==> src/rtl/kamus_lsu_if.sv <==
// L1D request/response bus between the kamus-v load-store unit and the data cache.
interface kamus_lsu_if #(
  parameter int ADDR_W = 32
);
  logic              req;
  logic              gnt;
  logic              we;
  logic [3:0]        be;
  logic [ADDR_W-1:0] addr;
  logic [31:0]       wdata;
  logic              rvalid;
  logic [31:0]       rdata;

  modport master (output req, we, be, addr, wdata, input gnt, rvalid, rdata);
  modport slave  (input req, we, be, addr, wdata, output gnt, rvalid, rdata);
endinterface

==> src/rtl/kamus_lsu.sv <==
// kamus-v MEM-stage load-store unit: one outstanding L1D access, store lane
// alignment, load extension, and misalignment/timeout error reporting.
module kamus_lsu #(
  parameter int ADDR_W      = 32,
  parameter int TIMEOUT_CYC = 0
) (
  input  logic              clk_i,
  input  logic              rst_ni,
  input  logic              req_valid_i,
  output logic              req_ready_o,
  input  logic              req_we_i,
  input  logic [1:0]        req_size_i,
  input  logic              req_unsigned_i,
  input  logic [ADDR_W-1:0] req_addr_i,
  input  logic [31:0]       req_wdata_i,
  input  logic [4:0]        req_rd_addr_i,
  output logic              resp_valid_o,
  output logic              resp_load_o,
  output logic [31:0]       resp_rdata_o,
  output logic [4:0]        resp_rd_addr_o,
  output logic              err_valid_o,
  output logic [1:0]        err_cause_o,
  output logic [ADDR_W-1:0] err_addr_o,
  output logic              busy_o,
  kamus_lsu_if.master       dmem
);

  typedef enum logic [1:0] {IDLE, REQ, WAIT_R} state_e;

  localparam int         CNT_W   = (TIMEOUT_CYC < 2) ? 1 : $clog2(TIMEOUT_CYC);
  localparam bit         TO_EN   = (TIMEOUT_CYC > 0);
  localparam logic [CNT_W-1:0] CNT_MAX = CNT_W'((TIMEOUT_CYC > 0) ? TIMEOUT_CYC - 1 : 0);

  state_e            state_q, state_d;
  logic [CNT_W-1:0]  cnt_q, cnt_d;
  logic [1:0]        size_q, size_d;
  logic              unsigned_q, unsigned_d;
  logic [ADDR_W-1:0] addr_q, addr_d;
  logic [4:0]        rd_q, rd_d;

  logic              dmem_req_q, dmem_req_d;
  logic              dmem_we_q, dmem_we_d;
  logic [3:0]        dmem_be_q, dmem_be_d;
  logic [ADDR_W-1:0] dmem_addr_q, dmem_addr_d;
  logic [31:0]       dmem_wdata_q, dmem_wdata_d;

  logic              resp_valid_q, resp_valid_d;
  logic              resp_load_q, resp_load_d;
  logic [31:0]       resp_rdata_q, resp_rdata_d;
  logic [4:0]        resp_rd_q, resp_rd_d;
  logic              err_valid_q, err_valid_d;
  logic [1:0]        err_cause_q, err_cause_d;
  logic [ADDR_W-1:0] err_addr_q, err_addr_d;

  logic              misalign;
  logic [3:0]        be_new;
  logic [31:0]       wdata_new;
  logic [31:0]       lane_word;
  logic [31:0]       ld_data;
  logic              expired;

  always_comb begin
    misalign  = 1'b0;
    be_new    = 4'b0000;
    wdata_new = req_wdata_i;
    case (req_size_i)
      2'b00: begin
        be_new    = 4'b0001 << req_addr_i[1:0];
        wdata_new = {4{req_wdata_i[7:0]}};
      end
      2'b01: begin
        misalign  = req_addr_i[0];
        be_new    = req_addr_i[1] ? 4'b1100 : 4'b0011;
        wdata_new = {2{req_wdata_i[15:0]}};
      end
      2'b10: begin
        misalign = |req_addr_i[1:0];
        be_new   = 4'b1111;
      end
      default: misalign = 1'b1;
    endcase
  end

  // Legal halves/words are naturally aligned, so shifting the raw word down
  // by the byte offset always leaves the addressed lane in the low bits.
  always_comb begin
    lane_word = dmem.rdata >> {addr_q[1:0], 3'b000};
    ld_data   = lane_word;
    case (size_q)
      2'b00:   ld_data = unsigned_q ? {24'b0, lane_word[7:0]}
                                    : {{24{lane_word[7]}}, lane_word[7:0]};
      2'b01:   ld_data = unsigned_q ? {16'b0, lane_word[15:0]}
                                    : {{16{lane_word[15]}}, lane_word[15:0]};
      default: ld_data = lane_word;
    endcase
  end

  assign expired = TO_EN && (cnt_q == CNT_MAX);

  always_comb begin
    state_d      = state_q;
    cnt_d        = cnt_q;
    size_d       = size_q;
    unsigned_d   = unsigned_q;
    addr_d       = addr_q;
    rd_d         = rd_q;
    dmem_req_d   = dmem_req_q;
    dmem_we_d    = dmem_we_q;
    dmem_be_d    = dmem_be_q;
    dmem_addr_d  = dmem_addr_q;
    dmem_wdata_d = dmem_wdata_q;
    resp_valid_d = 1'b0;
    resp_load_d  = resp_load_q;
    resp_rdata_d = resp_rdata_q;
    resp_rd_d    = resp_rd_q;
    err_valid_d  = 1'b0;
    err_cause_d  = err_cause_q;
    err_addr_d   = err_addr_q;

    case (state_q)
      IDLE: begin
        if (req_valid_i) begin
          size_d     = req_size_i;
          unsigned_d = req_unsigned_i;
          addr_d     = req_addr_i;
          rd_d       = req_rd_addr_i;
          dmem_we_d  = req_we_i;
          if (misalign) begin
            err_valid_d = 1'b1;
            err_cause_d = 2'b01;
            err_addr_d  = req_addr_i;
          end else begin
            state_d      = REQ;
            cnt_d        = '0;
            dmem_req_d   = 1'b1;
            dmem_be_d    = be_new;
            dmem_addr_d  = {req_addr_i[ADDR_W-1:2], 2'b00};
            dmem_wdata_d = wdata_new;
          end
        end
      end
      REQ: begin
        // Grant is checked before expiry so a last-cycle grant still completes.
        if (dmem.gnt) begin
          dmem_req_d = 1'b0;
          if (dmem_we_q) begin
            state_d      = IDLE;
            resp_valid_d = 1'b1;
            resp_load_d  = 1'b0;
            resp_rdata_d = '0;
            resp_rd_d    = rd_q;
          end else begin
            state_d = WAIT_R;
            cnt_d   = '0;
          end
        end else if (expired) begin
          state_d     = IDLE;
          dmem_req_d  = 1'b0;
          err_valid_d = 1'b1;
          err_cause_d = 2'b10;
          err_addr_d  = addr_q;
        end else begin
          cnt_d = cnt_q + 1'b1;
        end
      end
      WAIT_R: begin
        if (dmem.rvalid) begin
          state_d      = IDLE;
          resp_valid_d = 1'b1;
          resp_load_d  = 1'b1;
          resp_rdata_d = ld_data;
          resp_rd_d    = rd_q;
        end else if (expired) begin
          state_d     = IDLE;
          err_valid_d = 1'b1;
          err_cause_d = 2'b10;
          err_addr_d  = addr_q;
        end else begin
          cnt_d = cnt_q + 1'b1;
        end
      end
      default: state_d = IDLE;
    endcase
  end

  always_ff @(posedge clk_i or negedge rst_ni) begin
    if (!rst_ni) begin
      state_q      <= IDLE;
      cnt_q        <= '0;
      size_q       <= '0;
      unsigned_q   <= 1'b0;
      addr_q       <= '0;
      rd_q         <= '0;
      dmem_req_q   <= 1'b0;
      dmem_we_q    <= 1'b0;
      dmem_be_q    <= '0;
      dmem_addr_q  <= '0;
      dmem_wdata_q <= '0;
      resp_valid_q <= 1'b0;
      resp_load_q  <= 1'b0;
      resp_rdata_q <= '0;
      resp_rd_q    <= '0;
      err_valid_q  <= 1'b0;
      err_cause_q  <= '0;
      err_addr_q   <= '0;
    end else begin
      state_q      <= state_d;
      cnt_q        <= cnt_d;
      size_q       <= size_d;
      unsigned_q   <= unsigned_d;
      addr_q       <= addr_d;
      rd_q         <= rd_d;
      dmem_req_q   <= dmem_req_d;
      dmem_we_q    <= dmem_we_d;
      dmem_be_q    <= dmem_be_d;
      dmem_addr_q  <= dmem_addr_d;
      dmem_wdata_q <= dmem_wdata_d;
      resp_valid_q <= resp_valid_d;
      resp_load_q  <= resp_load_d;
      resp_rdata_q <= resp_rdata_d;
      resp_rd_q    <= resp_rd_d;
      err_valid_q  <= err_valid_d;
      err_cause_q  <= err_cause_d;
      err_addr_q   <= err_addr_d;
    end
  end

  assign req_ready_o    = (state_q == IDLE);
  assign busy_o         = !req_ready_o;
  assign resp_valid_o   = resp_valid_q;
  assign resp_load_o    = resp_load_q;
  assign resp_rdata_o   = resp_rdata_q;
  assign resp_rd_addr_o = resp_rd_q;
  assign err_valid_o    = err_valid_q;
  assign err_cause_o    = err_cause_q;
  assign err_addr_o     = err_addr_q;
  assign dmem.req       = dmem_req_q;
  assign dmem.we        = dmem_we_q;
  assign dmem.be        = dmem_be_q;
  assign dmem.addr      = dmem_addr_q;
  assign dmem.wdata     = dmem_wdata_q;

endmodule

==> src/flat_wrapper.sv <==
// flat-port wrapper written by rule: the top's interface ports become plain ports
module kamus_lsu_flat 
#(
  parameter int ADDR_W      = 32,
  parameter int TIMEOUT_CYC = 0
)
  (clk_i, rst_ni, req_valid_i, req_ready_o, req_we_i, req_size_i, req_unsigned_i, req_addr_i, req_wdata_i, req_rd_addr_i, resp_valid_o, resp_load_o, resp_rdata_o, resp_rd_addr_o, err_valid_o, err_cause_o, err_addr_o, busy_o, dmem_req, dmem_we, dmem_be, dmem_addr, dmem_wdata, dmem_gnt, dmem_rvalid, dmem_rdata);
  kamus_lsu_if #(.ADDR_W(ADDR_W)) dmem_i ();
  input  logic clk_i;
  input  logic rst_ni;
  input  logic req_valid_i;
  output logic req_ready_o;
  input  logic req_we_i;
  input  logic [1:0] req_size_i;
  input  logic req_unsigned_i;
  input  logic [ADDR_W-1:0] req_addr_i;
  input  logic [31:0] req_wdata_i;
  input  logic [4:0] req_rd_addr_i;
  output logic resp_valid_o;
  output logic resp_load_o;
  output logic [31:0] resp_rdata_o;
  output logic [4:0] resp_rd_addr_o;
  output logic err_valid_o;
  output logic [1:0] err_cause_o;
  output logic [ADDR_W-1:0] err_addr_o;
  output logic busy_o;
  output wire logic [$bits(dmem_i.req)-1:0] dmem_req;
  output wire logic [$bits(dmem_i.we)-1:0] dmem_we;
  output wire logic [$bits(dmem_i.be)-1:0] dmem_be;
  output wire logic [$bits(dmem_i.addr)-1:0] dmem_addr;
  output wire logic [$bits(dmem_i.wdata)-1:0] dmem_wdata;
  input wire logic [$bits(dmem_i.gnt)-1:0] dmem_gnt;
  input wire logic [$bits(dmem_i.rvalid)-1:0] dmem_rvalid;
  input wire logic [$bits(dmem_i.rdata)-1:0] dmem_rdata;
  assign dmem_req = dmem_i.req;
  assign dmem_we = dmem_i.we;
  assign dmem_be = dmem_i.be;
  assign dmem_addr = dmem_i.addr;
  assign dmem_wdata = dmem_i.wdata;
  assign dmem_i.gnt = dmem_gnt;
  assign dmem_i.rvalid = dmem_rvalid;
  assign dmem_i.rdata = dmem_rdata;
  kamus_lsu #(.ADDR_W(ADDR_W), .TIMEOUT_CYC(TIMEOUT_CYC)) u_core (.clk_i(clk_i), .rst_ni(rst_ni), .req_valid_i(req_valid_i), .req_ready_o(req_ready_o), .req_we_i(req_we_i), .req_size_i(req_size_i), .req_unsigned_i(req_unsigned_i), .req_addr_i(req_addr_i), .req_wdata_i(req_wdata_i), .req_rd_addr_i(req_rd_addr_i), .resp_valid_o(resp_valid_o), .resp_load_o(resp_load_o), .resp_rdata_o(resp_rdata_o), .resp_rd_addr_o(resp_rd_addr_o), .err_valid_o(err_valid_o), .err_cause_o(err_cause_o), .err_addr_o(err_addr_o), .busy_o(busy_o), .dmem(dmem_i));
endmodule
==> config.mk <==
export PLATFORM = sky130hd
export DESIGN_NAME = kamus_lsu_flat
export DESIGN_NICKNAME = d
export VERILOG_FILES = /design/src/rtl/kamus_lsu_if.sv /design/src/rtl/kamus_lsu.sv /design/src/flat_wrapper.sv
export SDC_FILE = /design/constraint.sdc
export NUM_CORES = 1
export LEC_CHECK = 0
export CELL_PAD_IN_SITES_DETAIL_PLACEMENT = 0
export CELL_PAD_IN_SITES_GLOBAL_PLACEMENT = 2
export CORE_MARGIN = 10
export CORE_UTILIZATION = 28
export CTS_CLUSTER_SIZE = 12
export DETAILED_ROUTE_END_ITERATION = 6
export MAX_ROUTING_LAYER = met4
export PLACE_DENSITY_LB_ADDON = 0.1
export RECOVER_POWER = 100
export SETUP_SLACK_MARGIN = 0.15
export SYNTH_ARGS = -nofsm -noshare
export SYNTH_HDL_FRONTEND = slang
export SYNTH_SLANG_ARGS = --single-unit
==> constraint.sdc <==
create_clock -name clk_i -period 2.36 [get_ports clk_i]
set_input_delay 0.59 -clock clk_i [delete_from_list [all_inputs] [get_ports clk_i]]
set_output_delay 0.59 -clock clk_i [all_outputs]
set_load 0.005 [all_outputs]
==> metrics.yaml, run 1 <==
status: "complete, no violations"
finalSetupTns_ps: 0
path_clk_slew_ps: 70
postRouteAntennaNets: 0
synth_compound_area_share_pct: 10.2
ctsHoldBuffers: 0
slew_headroom_pct: 34.4
rows: 56
final_nets: 923
overflow: 0
p_total_mw: 12.6
synth_area_sq_um: 6710
drv_cap: 0
cpMaxStageDelayCell: "dlygate4sd3_1"
clk_latency_ps: 420
finalCriticalPeriod_ps: 2260
cts.sinks: 153
hold_viol_final: 0
ys_ff_latch: 153
drtIter0Drc: 204
synthSimpleGateAreaFrac_pct: 6.73
synth_top_family_by_area: "multiplexers"
drv_slew: 0
grt_setup_unrepaired: "true"
p_per_area_nw_per_um2: 1220
met3_usage_pct: 6.42
routedWlPerCell_microns: 19.6
grtUsageMet2_pct: 24.4
grt_pass1_vias: 5903
chipWidth_microns: 175
vias_per_cell: 4.62
synth_xor_area_share_pct: 0.130
place_inst: 1107
dieArea_sq_um: 30600
yosys.area_share.adder_pct: 0.559
cp.required_ps: 2660
setup_viol: 0
ys_seq_area_share_pct: 57.0
grt_pass1_wl_microns: 35200
finClkSkew_ps: 10.5
power.leakage_nw: 4.51
crit_arrival_ps: 2560
final_common_cell: "dfrtp_1"
cts_buffers: 17
finalNonFillerCells: 1143
cp_slowest_stage_delay_ps: 570
synth_cell_types: 41
ioPinCount: 256
antenna_found_initial: 1
placed_cell_area_sq_um: 9780
async_reset_ff_share_pct: 100
drt_wl_total_microns: 22400
place_congestion: 0.771
synth_ff_type: "dfrtp_1"
timing.fmax_mhz: 442
portBuffers: 252
netlist_instances: 539
dr_total_vias: 5281
cts_htree_levels: 4
synth.avg_cell_area_sq_um: 12.5
layout_common_cells: "dfrtp_1, dlygate4sd3_1, clkdlybuf4s50_1, mux2_2, o21ai_0"
dr.pass1.iters: 4
cts_buffer_depth: 2
synth_top_area_share_pct: 57.0
grt.met1_usage_pct: 16.9
initial_core_util_pct: 28.5
yosysTopAreaCell: "dfrtp_1"
ys_top_cells_by_area: "dfrtp_1, mux2_2, mux2i_1"
drc: 0
crit_fanout: 16
worstSetupPathType: "input port to register"
worst_pin_slew_ps: 984
min_period_over_period_pct: 95.8
synth-edff-count: 0
clock-root-buffer: "clkbuf_16"
ir_drop_mv: 0.655
grt_max_degree: 49
top_usage_layer: "met2"
hp-class: "input port to async pin"
hpwl_microns: 16900
endpoint_kind: "register"
yosys_warnings: 0
core-area_sq_um: 23500
grt_use_total_pct: 15.1
synth_mux_area_share_pct: 22.1
startpoint_type: "input port"
drive_above_1_share_pct: 21.6
fin_util_pct: 43.9
areaGrowthSynthToFinish_pct: 53.8
cts_tree: "built"
crit_chain: "dlygate4sd3_1 > mux4_2 > nor2_1 > a2111oi_4 > clkbuf_2 > a221o_2"
die_h_microns: 175
design_area_sq_um: 10300
-- critical path, delay by kind of cell --
family / cells / cell delay (ps)
compound gates: 2 / 440
mux: 1 / 490
buf+inv: 2 / 850
simple gates: 1 / 190
-- routing by layer --
metal / part of all wire, % / wire length [microns]
met5: 0 / 0
met4: 1.1 / 253
met1: 41 / 9160
met2: 49 / 11100
met3: 8.7 / 1940
-- path summary, 6_finish.rpt --
path	from	endpoint	slack (ps)	depth (start not counted)
max in group asynchronous	rst_ni	u_core.rd_q[0]$_DFFE_PN0P_	510	2
max	dmem_rdata[23]	u_core.resp_rdata_o[24]$_DFFE_PN0P_	100	6
min reg2reg	u_core.err_cause_o[0]$_DFFE_PN0P_	u_core.err_cause_o[0]$_DFFE_PN0P_	460	1
max reg2reg	u_core.addr_q[1]$_DFFE_PN0P_	u_core.resp_rdata_o[24]$_DFFE_PN0P_	270	5
min in group clk_i	u_core.err_cause_o[0]$_DFFE_PN0P_	u_core.err_cause_o[0]$_DFFE_PN0P_	460	1
min	rst_ni	u_core.rd_q[1]$_DFFE_PN0P_	300	1
-- synth_stat cells (3+ instances only) --
library cell	n
nor2_1	21
mux2i_1	40
nand3b_1	8
mux2_2	94
buf_4	6
a21oi_1	26
nand2b_1	3
clkbuf_1	13
nand2_1	51
ha_1	3
a221o_2	10
dfrtp_1	153
inv_1	4
or2_2	3
a221o_1	6
buf_2	15
o21ai_0	53
-- final cells by class --
| type | count | area (sq um) |
|---|---|---|
| Multi-Input combinational cell | 346 | 2700 |
| Inverter | 4 | 15.0 |
| Timing Repair Buffer | 288 | 2770 |
| Tap cell | 319 | 399 |
| Fill cell | 2268 | 13200 |
| Clock buffer | 18 | 439 |
| Sequential cell | 153 | 3830 |
| Antenna cell | 1 | 2.50 |
| Clock inverter | 14 | 176 |
-- registers in the layout, indices dropped and copies added, names as in the netlist, 4 cells and up --
register,count
u_core.dmem.be,4
u_core.err_addr_o,32
u_core.dmem.wdata,32
u_core.resp_rd_addr_o,5
u_core.rd_q,5
u_core.resp_rdata_o,32
u_core.dmem.addr,30
-- cells by family (layout without fill, tap and decap cells) --
| family | after synthesis | in the layout |
|---|---|---|
| and+or+nand+nor | 97 | 97 |
| DFF | 153 | 153 |
| adders and majority gates | 3 | 3 |
| buffers and inverters | 42 | 324 |
| AOI/OAI and AO/OA | 107 | 107 |
| xor gates and xnor gates | 1 | 1 |
| muxes | 135 | 135 |
| other | 1 | 4 |
-- repair_timing --
item / CTS / global route
pin swaps: 1 / 0
setup endpoints to repair: 18 / 10
resized for setup: 4 / 2
hold endpoints to repair: 0 / 0
buffers inserted: 2 / 1
cloned: 0 / 0
-- per-stage QoR --
stage	hold WS [ps]	worst slack [ps]
floorplan	294	371
global route	392	51.7
global placement	455	-306
CTS	66.1	142
finish	305	98.6
detailed placement	455	-358
-- power breakdown --
group	internal (mW)	switching (mW)
clock network	1.64	1.23
logic	3.03	2.13
registers	3.85	0.692
(Power assumes the default switching activity.)
==> inputs of run 2 (changes only) <==
--- a/config.mk
+++ b/config.mk
@@ -5,10 +5,12 @@
 export SDC_FILE = /design/constraint.sdc
 export NUM_CORES = 1
 export LEC_CHECK = 0
+export ABC_AREA = 1
 export CELL_PAD_IN_SITES_DETAIL_PLACEMENT = 0
 export CELL_PAD_IN_SITES_GLOBAL_PLACEMENT = 2
 export CORE_MARGIN = 10
-export CORE_UTILIZATION = 28
+export CORE_UTILIZATION = 25
+export CTS_CLUSTER_DIAMETER = 80
 export CTS_CLUSTER_SIZE = 12
 export DETAILED_ROUTE_END_ITERATION = 6
 export MAX_ROUTING_LAYER = met4
==> run 2 against run 1 <==
Effect of this change: hold slack better by 160 ps; highest routed layer unchanged; clock skew rose by 8.1 ps; core utilization is 5.9 points lower; sequential power fell by 0.9%.
==> metrics.yaml, run 2 <==
grt_max_degree: 73
vias_per_cell: 4.29
cts.sinks: 153
setup_ws_ps: 250
crit_fanout: 5
ys_ff_latch: 153
hp-class: "register to register"
initial_core_util_pct: 25.2
synth_cell_types: 30
worstRegToRegCells: 8
cts_tree: "built"
multi_input_area_sq_um: 2700
status: "complete, no violations"
hold_path_depth: 2
areaGrowthSynthToFinish_pct: 50.7
drt_wl_total_microns: 26300
drv_cap: 0
synth_ff_type: "dfrtp_1"
clkPwrFrac_pct: 23.1
startpoint_type: "register"
whs_ps: 467
yosys_warnings: 0
r2r_slack_ps: 330
synth-edff-count: 0
ys_seq_area_share_pct: 54.8
crit_arrival_ps: 1520
place_congestion: 0.764
finalCriticalPeriod_ps: 2110
dr_total_vias: 6485
cts_buffers: 17
overflow: 0
cts_htree_levels: 4
synth_area_sq_um: 6980
finalSetupTns_ps: 0
grt_pass1_vias: 6998
synth_common_cells: "nand2_1, dfrtp_1, nand3_1, o21ai_0, a21oi_1"
synthSimpleGateAreaFrac_pct: 30.2
slew_headroom_pct: 50.8
power.leakage_nw: 5.31
grt_setup_unrepaired: "false"
layout_common_cells: "nand2_1, dfrtp_1, dlygate4sd3_1, clkdlybuf4s50_1, nand3_1"
pwr-share-seq_pct: 34.9
cp.required_ps: 1770
grt_use_total_pct: 15.5
hold_viol_final: 0
setup_viol: 0
synth_xor_area_share_pct: 0
finClkSkew_ps: 18.7
dieArea_sq_um: 35000
drtIter0Drc: 306
worstSetupPathType: "register to primary output"
drive_above_1_share_pct: 5.75
rows: 61
final_common_cell: "nand2_1"
yosys.area_share.adder_pct: 0.537
hpwl_microns: 19400
ys_top_cells_by_area: "dfrtp_1, nand2_1, nand3_1"
whs_endpoint: "u_core.dmem.wdata[30]$_DFFE_PN0P_"
min-delay-start: "u_core.dmem.wdata[30]$_DFFE_PN0P_"
worstReg2RegStart: "u_core.state_q[1]$_DFFE_PN0P_"
synth_top_area_share_pct: 54.8
p_per_area_nw_per_um2: 1220
grt_pass1_wl_microns: 41300
die_h_microns: 187
worst_pin_slew_ps: 739
portBuffers: 252
r2r_end: "u_core.dmem.addr[14]$_DFFE_PN0P_"
endpoint_kind: "primary output"
core-area_sq_um: 27700
ioPinCount: 256
antenna_found_initial: 1
cts_buffer_depth: 2
synth_top_family_by_area: "simple AND/OR/NAND/NOR gates"
postRouteAntennaNets: 0
path_clk_slew_ps: 70
n_fill_cell: 2916
p_comb_share_pct: 42.0
synth.most_common_cell: "nand2_1"
dr.pass1.iters: 4
synth_mux_area_share_pct: 0
switching_share_pct: 36.6
p_switching_mw: 4.71
yosysTopAreaCell: "dfrtp_1"
synth.avg_cell_area_sq_um: 8.03
routedWlPerCell_microns: 17.4
drv_slew: 0
clk_latency_ps: 430
drc: 0
regArea_sq_um: 3830
ir_drop_mv: 0.507
place_ws_ps: 158
async_reset_ff_share_pct: 100
chipWidth_microns: 187
clock-root-buffer: "clkbuf_16"
min_period_over_period_pct: 89.4
netlist_instances: 870
final_nets: 1232
timing.fmax_mhz: 474
synth_compound_area_share_pct: 8.28
internal_power_mw: 8.16
==> run 2: cells by family after synthesis <==
family	count (synthesis)
buffers and inverters	85
adder cells (fa/ha/maj)	3
flip-flops	153
other	1
AO/OA/AOI/OAI	106
AND/OR/NAND/NOR	522
==> run 2: cell type report <==
type	instances	area share, %
Timing Repair Buffer	277	26.3
Clock buffer	17	4.04
Sequential cell	153	36.4
Tap cell	378	4.49
Antenna cell	1	0.0238
Clock inverter	14	1.76
Inverter	36	1.36
Multi-Input combinational cell	634	25.6
==> run 2: worst max path at each step <==
stage	startpoint	endpoint	slack (ps)	cells after the start
after floorplan	req_size_i[1]	u_core.dmem.be[2]$_DFFE_PN0P_	780	8
after global placement	req_size_i[1]	u_core.dmem.addr[6]$_DFFE_PN0P_	190	8
after detailed placement	req_size_i[1]	u_core.dmem.addr[4]$_DFFE_PN0P_	160	8
after CTS	u_core.state_q[1]$_DFFE_PN0P_	req_ready_o	140	3
after global routing	u_core.state_q[1]$_DFFE_PN0P_	busy_o	140	4
final	u_core.state_q[1]$_DFFE_PN0P_	busy_o	250	4
==> run 2: metal layers <==
metal | global-route usage [%] | share of wire, % | vias to the layer above
met4 | 3.35 | 0.70 | 0
met2 | 25.1 | 47 | 175
met3 | 5.97 | 8.4 | 13
li1 | - | - | 3235
met5 | - | 0 | -
met1 | 17.8 | 43 | 3062
==> run 2: power groups by stage <==
stage          logic [mW]  registers [mW]  clock network, mW
2_1_floorplan        2.43            4.58                  0
3_3_place_gp         6.11            4.59                  0
3_5_place_dp         6.08            4.59                  0
5_1_grt              6.13            4.67               3.17
4_1_cts              6.14            4.58               3.07
6_report             5.40            4.50               2.97
==> run 2: timing repair <==
item,CTS,global route
gates resized for setup,4,2
hold buffers,1,0
hold endpoints to repair,11,0
pin swaps,0,1
cloned,0,0
setup endpoints to repair,2,1
buffers inserted,2,0
==> run 2: stage by stage <==
step	total power, mW	instance area (sq um)	util [%]	cells
global placement	10.7	9990	36.1	1475
detailed placement	10.7	9990	36.1	1475
floorplan	7.01	6990	-	872
global route	14.0	10500	38.0	1510
finish	12.9	10500	38.0	1510
CTS	13.8	10600	38.4	1509
==> run 2: critical path, stage by stage, from the launching register on <==
cell and delay [ps]:
dfrtp_1 390, inv_1 80, ha_1 270, inv_1 80, dlygate4sd2_1 270
==> inputs of run 3 (changes only) <==
--- a/config.mk
+++ b/config.mk
@@ -6,10 +6,11 @@
 export NUM_CORES = 1
 export LEC_CHECK = 0
 export ABC_AREA = 1
+export CAP_MARGIN = 20
 export CELL_PAD_IN_SITES_DETAIL_PLACEMENT = 0
 export CELL_PAD_IN_SITES_GLOBAL_PLACEMENT = 2
 export CORE_MARGIN = 10
-export CORE_UTILIZATION = 25
+export CORE_UTILIZATION = 22
 export CTS_CLUSTER_DIAMETER = 80
 export CTS_CLUSTER_SIZE = 12
 export DETAILED_ROUTE_END_ITERATION = 6
@@ -17,6 +18,7 @@
 export PLACE_DENSITY_LB_ADDON = 0.1
 export RECOVER_POWER = 100
 export SETUP_SLACK_MARGIN = 0.15
+export SLEW_MARGIN = 20
 export SYNTH_ARGS = -nofsm -noshare
 export SYNTH_HDL_FRONTEND = slang
 export SYNTH_SLANG_ARGS = --single-unit
==> constraint.sdc (replaced) <==
create_clock -name clk_i -period 1.7 [get_ports clk_i]
set_input_delay 0.425 -clock clk_i [delete_from_list [all_inputs] [get_ports clk_i]]
set_output_delay 0.425 -clock clk_i [all_outputs]
set_load 0.005 [all_outputs]
==> run 3 against run 2 <==
Effect of this change: the run now ends with negative setup slack left; register-to-register slack worse by 320 ps; power grew 55%; critical path depth is 1 higher; clock skew decreased by 5.6 ps.
==> metrics.yaml, run 3 (synthesis results as in run 2) <==
status: "finished, violations left"
failed_checks: "negative setup slack"
setup_viol: 1
antenna_found_initial: 2
hold_viol_final: 0
power.leakage_nw: 6.19
endpoint_kind: "primary output"
startpoint_type: "register"
cp.required_ps: 1270
final_nets: 1338
crit_arrival_ps: 1300
cts_htree_levels: 4
drive_above_1_share_pct: 24.2
drt_wl_total_microns: 31100
routedWlPerCell_microns: 19.0
slew_headroom_pct: 40.5
crit_chain: "inv_2 > buf_6 > ha_4 > inv_2 > buf_6"
postRouteAntennaNets: 0
clk_latency_ps: 440
crit_fanout: 4
grt_pass1_wl_microns: 44500
vias_per_cell: 4.26
drv_cap: 0
dr_total_vias: 7007
placed_cell_area_sq_um: 10300
drtIter0Drc: 229
overflow: 0
grt_pass1_vias: 7318
grt_use_total_pct: 15.3
place_ws_ps: -292
rows: 65
cp_slowest_stage_delay_ps: 400
dr.pass1.iters: 4
grt_max_degree: 37
clock-root-buffer: "clkbuf_16"
hp-class: "register to register"
areaGrowthSynthToFinish_pct: 77.1
dieArea_sq_um: 39300
finalCriticalPeriod_ps: 1720
cts_tree: "built"
cpMaxStageDelayCell: "dfrtp_1"
cts.sinks: 153
cts_buffer_depth: 2
p_per_area_nw_per_um2: 1620
drv_slew: 0
hpwl_microns: 20800
timing.fmax_mhz: 580
die_h_microns: 198
place_congestion: 0.760
ir_drop_mv: 0.600
core-area_sq_um: 31500
final_common_cell: "nand2_1"
cts_buffers: 17
drc: 0
min_period_over_period_pct: 101
grt_setup_unrepaired: "true"
layout_common_cells: "nand2_1, dfrtp_1, clkdlybuf4s50_1, clkdlybuf4s15_1, buf_4"
portBuffers: 252
design_area_sq_um: 12400
ioPinCount: 256
chipWidth_microns: 198
worstRegToRegCells: 12
path_clk_slew_ps: 70
setup_ws_ps: -23.3
initial_core_util_pct: 22.2
worst_pin_slew_ps: 893
fin_util_pct: 39.3
worstSetupPathType: "register to primary output"
finClkSkew_ps: 13.1
hold_path_depth: 2
[run 3: final timing paths]
path | startpoint | to | slack, ps
worst min register to register | u_core.dmem.addr[10]$_DFFE_PN0P_ | u_core.dmem.addr[10]$_DFFE_PN0P_ | 470
min in group asynchronous | rst_ni | u_core.rd_q[2]$_DFFE_PN0P_ | 640
worst max register to register | u_core.state_q[0]$_DFFE_PN0P_ | u_core.err_addr_o[30]$_DFFE_PN0P_ | 10
max in group asynchronous | rst_ni | u_core.err_addr_o[14]$_DFFE_PN0P_ | 210
worst max-delay path | u_core.state_q[0]$_DFFE_PN0P_ | busy_o | -20
worst min-delay path | u_core.dmem.addr[10]$_DFFE_PN0P_ | u_core.dmem.addr[10]$_DFFE_PN0P_ | 470
[run 3: stage by stage]
stage          power (mW)  TNS (ps)  hold WS, ps  instances
2_1_floorplan        9.74         0          129        872
3_3_place_gp         15.3    -29530          349       1538
3_5_place_dp         15.2    -29690          347       1538
4_1_cts              18.9         0          444       1593
5_1_grt              21.7     -3640          497       1642
6_report             20.0     -23.3          467       1643
[run 3: cell type report]
cell class	count	area, sq um
Tap cell	402	503
Sequential cell	153	3830
Antenna cell	3	7.51
Multi-Input combinational cell	634	3220
Inverter	36	183
Clock buffer	17	425
Fill cell	3253	19100
Clock inverter	15	130
Timing Repair Buffer	383	4080
[run 3: per-layer routing]
metal  part of all wire (%)  vias up  GRT usage [%]
met2                     48      164           24.1
met4                   0.84        0           3.33
met3                    8.0       13           6.26
met1                     43     3367           18.0
met5                      0        -              -
li1                       -     3463              -
[run 3: critical path, delay by kind of cell, from the launching register on]
family | cells | cell delay [ps]
flops | 1 | 400
buf+inv | 4 | 320
fa+ha+maj | 1 | 160
[run 3: power breakdown]
part	leakage, nW	internal, mW	switching, mW
registers	1.94	5.33	0.988
logic	3.98	5.07	4.87
clock network	0.269	1.92	1.82
[run 3: timing repair]
action | in CTS | in global routing
pin swaps | 11 | 22
buffers inserted | 18 | 26
endpoints found under the hold margin | 25 | 0
gates resized for setup | 257 | 216
setup endpoints to repair | 285 | 206
gates cloned | 4 | 21
hold buffers | 1 | 0
